**config.mk**
```make
export PLATFORM = sky130hd
export DESIGN_NAME = rv_fetch
export DESIGN_NICKNAME = d
export VERILOG_FILES = /design/src/rtl/rv_fetch.sv
export SDC_FILE = /design/constraint.sdc
export NUM_CORES = 1
export LEC_CHECK = 0
export CAP_MARGIN = 20
export CORE_ASPECT_RATIO = 0.5
export CORE_UTILIZATION = 55
export DETAILED_ROUTE_END_ITERATION = 12
export PLACE_DENSITY = 0.86
export SYNTH_ARGS = -nofsm -noshare
export SYNTH_HDL_FRONTEND = slang
export SYNTH_SLANG_ARGS = --single-unit
export TNS_END_PERCENT = 10
```
**constraint.sdc**
```tcl
create_clock -name clk_i -period 4.8 [get_ports clk_i]
set_clock_uncertainty 0.2 [all_clocks]
set_input_delay 0.48 -clock clk_i [delete_from_list [all_inputs] [get_ports clk_i]]
set_output_delay 0.48 -clock clk_i [all_outputs]
set_load 0.01 [all_outputs]
```
**src/rtl/rv_fetch.sv**
```systemverilog
// Instruction fetch stage: keeps the PC, issues one outstanding instruction-memory
// read at a time and feeds decode through an output register plus a one-entry holding buffer.
module rv_fetch #(
  parameter logic [31:0] BOOT_ADDR = 32'h0000_0000
) (
  input  logic        clk_i,
  input  logic        rst_n_i,
  output logic [31:0] im_addr_o,
  output logic        im_rd_o,
  input  logic [31:0] im_data_i,
  input  logic        im_valid_i,
  input  logic        f_stall_i,
  input  logic        x_bra_i,
  input  logic [31:0] x_pc_bra_i,
  output logic [31:0] f_ir_o,
  output logic [31:0] f_pc_o,
  output logic        f_valid_o
);

  localparam logic [31:0] NOP = 32'h0000_0013;

  typedef enum logic [1:0] {IDLE, REQ, WAIT, HOLD} state_e;

  state_e      state_q, state_d;
  logic [31:0] pc_q, pc_d;
  logic [31:0] fIr_q, fIr_d;
  logic [31:0] fPc_q, fPc_d;
  logic        fValid_q, fValid_d;
  logic [31:0] hbIr_q, hbIr_d;
  logic [31:0] hbPc_q, hbPc_d;
  logic        drop_q, drop_d;

  logic [31:0] pcTarget;
  logic [31:0] pcInc;
  logic        outFree;

  assign pcTarget = {x_pc_bra_i[31:2], 2'b00};
  assign pcInc    = pc_q + 32'd4;
  assign outFree  = !fValid_q || !f_stall_i;

  // Next-state logic; a redirect beats every other event in the same edge.
  always_comb begin
    state_d  = state_q;
    pc_d     = pc_q;
    fIr_d    = fIr_q;
    fPc_d    = fPc_q;
    fValid_d = fValid_q && f_stall_i;
    hbIr_d   = hbIr_q;
    hbPc_d   = hbPc_q;
    drop_d   = drop_q;

    if (x_bra_i) begin
      pc_d     = pcTarget;
      fValid_d = 1'b0;
      case (state_q)
        REQ: begin
          drop_d  = 1'b1;
          state_d = WAIT;
        end
        WAIT: begin
          if (im_valid_i) begin
            drop_d  = 1'b0;
            state_d = REQ;
          end else begin
            drop_d  = 1'b1;
            state_d = WAIT;
          end
        end
        default: state_d = REQ;
      endcase
    end else begin
      case (state_q)
        IDLE: state_d = REQ;
        REQ:  state_d = WAIT;
        WAIT: begin
          if (im_valid_i) begin
            if (drop_q) begin
              drop_d  = 1'b0;
              state_d = REQ;
            end else if (outFree) begin
              fIr_d    = im_data_i;
              fPc_d    = pc_q;
              fValid_d = 1'b1;
              pc_d     = pcInc;
              state_d  = REQ;
            end else begin
              hbIr_d  = im_data_i;
              hbPc_d  = pc_q;
              pc_d    = pcInc;
              state_d = HOLD;
            end
          end
        end
        HOLD: begin
          if (!f_stall_i) begin
            fIr_d    = hbIr_q;
            fPc_d    = hbPc_q;
            fValid_d = 1'b1;
            state_d  = REQ;
          end
        end
        default: state_d = IDLE;
      endcase
    end
  end

  always_ff @(posedge clk_i or negedge rst_n_i) begin
    if (!rst_n_i) begin
      state_q  <= IDLE;
      pc_q     <= BOOT_ADDR;
      fIr_q    <= NOP;
      fPc_q    <= BOOT_ADDR;
      fValid_q <= 1'b0;
      hbIr_q   <= NOP;
      hbPc_q   <= BOOT_ADDR;
      drop_q   <= 1'b0;
    end else begin
      state_q  <= state_d;
      pc_q     <= pc_d;
      fIr_q    <= fIr_d;
      fPc_q    <= fPc_d;
      fValid_q <= fValid_d;
      hbIr_q   <= hbIr_d;
      hbPc_q   <= hbPc_d;
      drop_q   <= drop_d;
    end
  end

  assign im_rd_o   = (state_q == REQ);
  assign im_addr_o = pc_q;
  assign f_ir_o    = fIr_q;
  assign f_pc_o    = fPc_q;
  assign f_valid_o = fValid_q;

endmodule

```
==> flow_summary_export.csv, run 1 <==
group,metric,value,unit
status,outcome,"finished with violations",
status,violations,"design-rule violations",
sta,worst_pin_slew,706.1,ps
global_route,grt_pass1_vias,5472,
synthesis,netlist_top_cells_count,"181 x mux2_2, 152 x dfrtp_1, 33 x nand2_1",
worst_setup_path,rrSetupSlack,1960,ps
synthesis,dominantRegCellSynth,"dfrtp_1",
sta,setup_viol,0,
final_layout,drive_gt1_frac,0.3147,
cts,post_cts_buffers,0,
cts,clkSinkCount,158,
worst_setup_path,cp-end-kind,"register",
die,start_util,0.5745,
sta,rsz0062_at_grt,"no",
routing,highest_layer,"met4",
power_and_ir_drop,ir_drop,0.3000,mV
worst_setup_path,arrival,2960,ps
final_layout,n_antenna_cell,0,
cts,ctsHoldBuffers,1,
worst_setup_path,slowest_stage,"or3_1",
worst_setup_path,r2r_end,"im_addr_o[26]",
routing,drc_errors,5,
worst_hold_path,hp-start,"hbIr_q[15]",
routing,wl,17140,um
sta,maxSlewViolCount,0,
worst_setup_path,path_buf_inv,1,
cts,worstSkewPairLatency,410,ps
final_layout,multi_input_area,0.003264,sq mm
die,die-area,0.01399,sq mm
synthesis,synthDistinctLibCells,39,
cts,cts_root_buf,"clkbuf_16",
cts,numCtsBuffers,17,
synthesis,yosysWarnings,0,
synthesis,syn_area,0.007421,sq mm
power_and_ir_drop,power_density,484.7,mW/mm^2
worst_hold_path,holdPathStages,1,
sta,fmax,352.0,MHz
run,drv_cap,0,
final_layout,fin_nets,813,
synthesis,async_flop_share,1.000,
global_route,overflow,0,
worst_setup_path,slowest_delay,600,ps
synthesis,synth_area_per_cell,12.60,sq um
routing,wire_per_inst,18.57,um
power_and_ir_drop,power_switching,1.368,mW
final_layout,area_growth,31.43,%
sta,hold_violations,0,
cts,post_cts_resized,0,
synthesis,syn_inst,589,
worst_setup_path,cp_top_family,"simple AND/OR/NAND/NOR gates",
synthesis,ys_seq_area_frac,0.5338,
power_and_ir_drop,p_total,4.727,mW
cts,clock_path_buffers,2,
placement,portBuffers,160,
global_route,grt_max_degree,70,
die,core_area,0.01292,sq mm
power_and_ir_drop,combPwrFrac,0.322,
cts,cts_tree,"done",
final_layout,final-seq-area,0.003961,sq mm
placement,gp_congestion,0.8001,
sta,fin_tns_setup,0,ps
die,row_count,29,
synthesis,synth.most_common_cell,"mux2_2",
power_and_ir_drop,p_leak,4.113,nW
synthesis,yosysTopAreaCell,"dfrtp_1",
worst_hold_path,worstHoldPathType,"reg2reg",
global_route,grt_pass1_wl,28460,um
power_and_ir_drop,clockPowerShare,0.290,
sta,period_minus_slack,2841,ps
final_layout,fin_util,0.7550,
worst_setup_path,reg2reg_depth,6,
worst_setup_path,required,4920,ps
power_and_ir_drop,p_int,3.359,mW
cts,htreeDepth,4,
global_route,grtUsageTotal,0.2575,
die,die_x,166.3,um
worst_hold_path,whs_endpoint,"hbIr_q[15]",
final_layout,stdcell_count,923,
routing,routed-wl-met2,8558,um
routing,vias,5347,
sta,timing.slew.headroom,0.5293,
power_and_ir_drop,switching_share,0.2895,
worst_setup_path,critPathKind,"reg2reg",
routing,avgViaCountPerCell,5.793,
routing,drt_first_iter_violations,358,
worst_setup_path,r2r-start,"state_q[0]",
routing,first_pass_iters,11,
placement,dp.cells,890,
final_layout,fillers,828,
sta,timing.final.ws_setup,1959,ps
synthesis,synth_top_area_share,0.5126,
synthesis,synth.area.top_cells,"dfrtp_1 51%, mux2_2 27%, dfstp_2 2.1%",
routing,wl_met1,7365,um
die,die_h,84.14,um
cts,path_clk_slew,70,ps
worst_setup_path,cp_max_fo,10,
placement,dp_slack,1847,ps
routing,routed-wl-met3,897,um
global_route,antenna_found_initial,0,
worst_setup_path,path_cells,"inv_1 -> ha_1 -> nand4b_1 -> or3_1 -> or4_1 -> a31oi_1",
routing,ant_nets,0,
power_and_ir_drop,p_seq_frac,0.388,
placement,hpwl,11180,um
sta,min_period_over_period,0.5918,
worst_setup_path,critPathLaunchType,"register",
synthesis,synth-seq-cells,158,
synthesis,synth_edf_count,0,
die,pin_count,167,
## metrics by stage
step           instance area (sq um)  hold WS, ps
6_report                        9753        302.1
3_5_place_dp                    9146        290.0
2_1_floorplan                   7432       -15.59
5_1_grt                         9753        315.3
4_1_cts                         9753        306.8
3_3_place_gp                    9146        283.1
## flip-flops by register name (all words and copies together) (netlist names)
register / cells
f_ir_o: 32
f_valid_o: 1
hbIr_q: 32
im_addr_o: 30
drop_q: 1
f_pc_o: 30
hbPc_q: 30
state_q: 2
## cells by family after synthesis
logic type / count (synthesis) / synth area share
AND/OR/NAND/NOR: 117 / 0.08447
multiplexers: 184 / 0.2787
AO/OA/AOI/OAI: 62 / 0.05058
flip-flops: 158 / 0.5338
buffers and inverters: 51 / 0.03102
XOR/XNOR: 12 / 0.01416
adder cells (fa/ha/maj): 4 / 0.006744
other: 1 / 0.0005053
## routing by layer
| metal | up-vias | track usage |
|---|---|---|
| met1 | 2713 | 0.3346 |
| li1 | 2444 | - |
| met2 | 164 | 0.4404 |
| met4 | 0 | 0.08838 |
| met5 | - | 0 |
| met3 | 26 | 0.04903 |
## power by group through the flow
stage | clock [mW] | sequential (mW) | combinational (mW)
4_1_cts | 1.38 | 1.84 | 1.54
2_1_floorplan | 0 | 1.95 | 0.616
5_1_grt | 1.44 | 1.88 | 1.62
3_5_place_dp | 0 | 1.85 | 1.52
3_3_place_gp | 0 | 1.84 | 1.49
6_report | 1.37 | 1.84 | 1.52
## cell type report
cell class	count	area share
Multi-Input combinational cell	383	0.3347
Sequential cell	158	0.4062
Clock buffer	19	0.04541
Clock inverter	13	0.01578
Inverter	10	0.003849
Timing Repair Buffer	170	0.1723
Tap cell	170	0.02181
## how the worst max path moves through the flow
stage | to | cells after the start | from | slack, ps
2_1_floorplan | im_addr_o[28] | 8 | state_q[0] | 2430
3_3_place_gp | im_addr_o[30] | 5 | im_valid_i | 1890
3_5_place_dp | hbIr_q[31] | 5 | im_valid_i | 1850
4_1_cts | f_pc_o[27] | 7 | state_q[0] | 2000
5_1_grt | im_addr_o[30] | 6 | state_q[0] | 1830
6_report | im_addr_o[26] | 6 | state_q[0] | 1960
## layout by cell type, fill, tap and decap left out, drive strengths merged, types with 12 or more instances in the layout
master         Yosys  routed
mux2             181     181
clkdlybuf4s50      0     159
dfrtp            152     152
nand2             33      33
o21ai             23      23
a31oi             19      19
nor2              19      19
clkbuf            18      19
inv                9      15
or4               14      14
o31ai             12      12
Note: power is estimated with default switching activity, not from simulation.
==> inputs of run 2 (changes only) <==
--- a/config.mk
+++ b/config.mk
@@ -7,9 +7,9 @@
 export LEC_CHECK = 0
 export CAP_MARGIN = 20
 export CORE_ASPECT_RATIO = 0.5
-export CORE_UTILIZATION = 55
+export CORE_UTILIZATION = 46
 export DETAILED_ROUTE_END_ITERATION = 12
-export PLACE_DENSITY = 0.86
+export PLACE_DENSITY = 0.77
 export SYNTH_ARGS = -nofsm -noshare
 export SYNTH_HDL_FRONTEND = slang
 export SYNTH_SLANG_ARGS = --single-unit
==> constraint.sdc (replaced) <==
create_clock -name clk_i -period 2.5 [get_ports clk_i]
set_clock_uncertainty 0.2 [all_clocks]
set_input_delay 0.25 -clock clk_i [delete_from_list [all_inputs] [get_ports clk_i]]
set_output_delay 0.25 -clock clk_i [all_outputs]
set_load 0.01 [all_outputs]
==> run 2 against run 1 <==
- the run now ends clean
- via count rose by 1.2%
- fmax rose by 20%
- hold slack got worse by 140 ps
- critical path depth fell by 1
- global-route usage fell by 3.9 points
- wire length rose by 0.76%
- design area rose by 3.4%
- total power rose by 92%
- die area rose by 19%
- largest cell class unchanged
- worst setup slack got worse by 1800 ps
- clock-buffer cell count fell by 2
- flip-flop and latch count did not move
==> flow_summary_export.csv, run 2 (synthesis results as in run 1) <==
group,metric,value,unit
sta,period_minus_slack,2373,ps
sta,fin_tns_setup,0,ps
sta,worst_pin_slew,574.2,ps
sta,rsz0062_at_grt,"yes",
power_and_ir_drop,clockPowerShare,0.280,
sta,min_period_over_period,0.9491,
power_and_ir_drop,p_leak,4.292,nW
routing,first_pass_iters,5,
cts,clkSinkCount,158,
routing,wl,17270,um
status,outcome,"finished clean",
routing,vias,5409,
power_and_ir_drop,p_seq_frac,0.383,
sta,hold_violations,0,
global_route,overflow,0,
worst_hold_path,worstHoldPathType,"in2async",
worst_setup_path,path_cells,"ha_1 -> nand4b_1 -> or3_1 -> or4_1 -> a31oi_1",
worst_setup_path,reg2reg_depth,5,
global_route,grt_pass1_vias,5578,
placement,gp_congestion,0.8154,
sta,fmax,421.4,MHz
sta,hold_slack,164.4,ps
routing,drt_first_iter_violations,300,
routing,routed-wl-met3,599,um
power_and_ir_drop,ir_drop,0.5381,mV
worst_setup_path,cp-end-kind,"register",
worst_setup_path,arrival,2520,ps
die,row_count,32,
power_and_ir_drop,combPwrFrac,0.337,
worst_setup_path,rrSetupSlack,130,ps
worst_setup_path,slowest_stage,"or3_1",
power_and_ir_drop,power_density,899.3,mW/mm^2
die,die_h,91.81,um
worst_setup_path,critPathLaunchType,"register",
routing,wl_met1,7804,um
routing,highest_layer,"met4",
cts,clock_path_buffers,2,
final_layout,layout_common_cells,"181 x mux2_2, 159 x clkdlybuf4s50_1, 152 x dfrtp_1, 38 x buf_4, 33 x nand2_1",
cts,htreeDepth,4,
cts,cts_tree,"done",
routing,wire_per_inst,17.44,um
placement,dp.cells,957,
final_layout,fin_util,0.6474,
routing,ant_nets,0,
power_and_ir_drop,power_switching,2.656,mW
placement,hpwl,11900,um
sta,timing.slew.headroom,0.6172,
final_layout,fin_nets,846,
die,pin_count,167,
worst_setup_path,path_buf_inv,0,
final_layout,drive_gt1_frac,0.3461,
die,die-area,0.01668,sq mm
power_and_ir_drop,p_total,9.068,mW
worst_setup_path,critPathKind,"reg2reg",
final_layout,area_growth,35.88,%
die,start_util,0.4765,
global_route,grt_pass1_wl,28610,um
die,core_area,0.01557,sq mm
worst_setup_path,r2r_end,"im_addr_o[26]",
cts,numCtsBuffers,17,
worst_setup_path,cp_max_fo,10,
sta,maxSlewViolCount,0,
final_layout,n_antenna_cell,0,
placement,portBuffers,160,
worst_setup_path,required,2640,ps
cts,cts_root_buf,"clkbuf_16",
run,drv_cap,0,
routing,avgViaCountPerCell,5.464,
die,die_x,181.6,um
final_layout,final_common_cell,"mux2_2",
cts,worstSkewPairLatency,420,ps
global_route,grt_max_degree,57,
worst_setup_path,cp_top_family,"simple AND/OR/NAND/NOR gates",
routing,routed-wl-met2,8485,um
cts,path_clk_slew,70,ps
final_layout,stdcell_count,990,
worst_setup_path,r2r-start,"state_q[1]",
worst_setup_path,slowest_delay,550,ps
sta,setup_viol,0,
power_and_ir_drop,switching_share,0.2929,
global_route,grtUsageTotal,0.2181,
power_and_ir_drop,p_int,6.412,mW
routing,drc_errors,0,
global_route,antenna_found_initial,0,
-- run 2: worst max path at each step --
| stage | to | slack, ps | depth (start not counted) | from |
|---|---|---|---|---|
| floorplan | im_addr_o[28] | 130 | 8 | state_q[0] |
| global placement | f_ir_o[10] | 70 | 7 | im_valid_i |
| detailed placement | f_ir_o[17] | 30 | 7 | im_valid_i |
| CTS | f_ir_o[6] | 110 | 7 | state_q[1] |
| global route | im_addr_o[15] | -2 | 6 | state_q[1] |
| finish | im_addr_o[26] | 130 | 5 | state_q[1] |
-- run 2: power by group through the flow --
stage	Combinational (mW)	Sequential, mW	Clock [mW]
after detailed placement	3.08	3.52	0
after global placement	3.02	3.50	0
after CTS	3.09	3.48	2.59
after floorplan	1.18	3.75	0
final	3.06	3.47	2.54
after global routing	3.26	3.55	2.69
-- run 2: routing by layer --
metal | track usage | vias to the layer above
met5 | 0 | -
met1 | 0.2795 | 2755
met2 | 0.3683 | 121
li1 | - | 2503
met3 | 0.04448 | 30
met4 | 0.07980 | 0
-- run 2: final cells by class --
type | count | area [sq um]
repair buffers | 203 | 1978
inverters | 10 | 37.54
flip-flops and latches | 158 | 3961
multi-input cells | 383 | 3274
well taps | 204 | 255.2
clock buffers | 17 | 425.4
fillers | 1179 | 5492
clock inverters | 15 | 151.4
-- run 2: metrics by stage --
stage	instance area, sq um	setup slack [ps]
finish	10080	127.1
global route	10080	-2.307
CTS	10070	106.2
detailed placement	9487	25.37
global placement	9487	67.71
floorplan	7432	133.4
-- run 2: worst reg2reg max path, cell delays in order, from the launching register on --
cell and delay [ps]:
dfrtp_1 420, ha_1 220, nand4b_1 190, or3_1 550, or4_1 550, a31oi_1 170
-- run 2: timing repair --
item	CTS	global route
resized for setup	0	2
hold buffers	1	0
buffers inserted	0	0
setup endpoints to repair	0	31
hold endpoints to repair	52	0
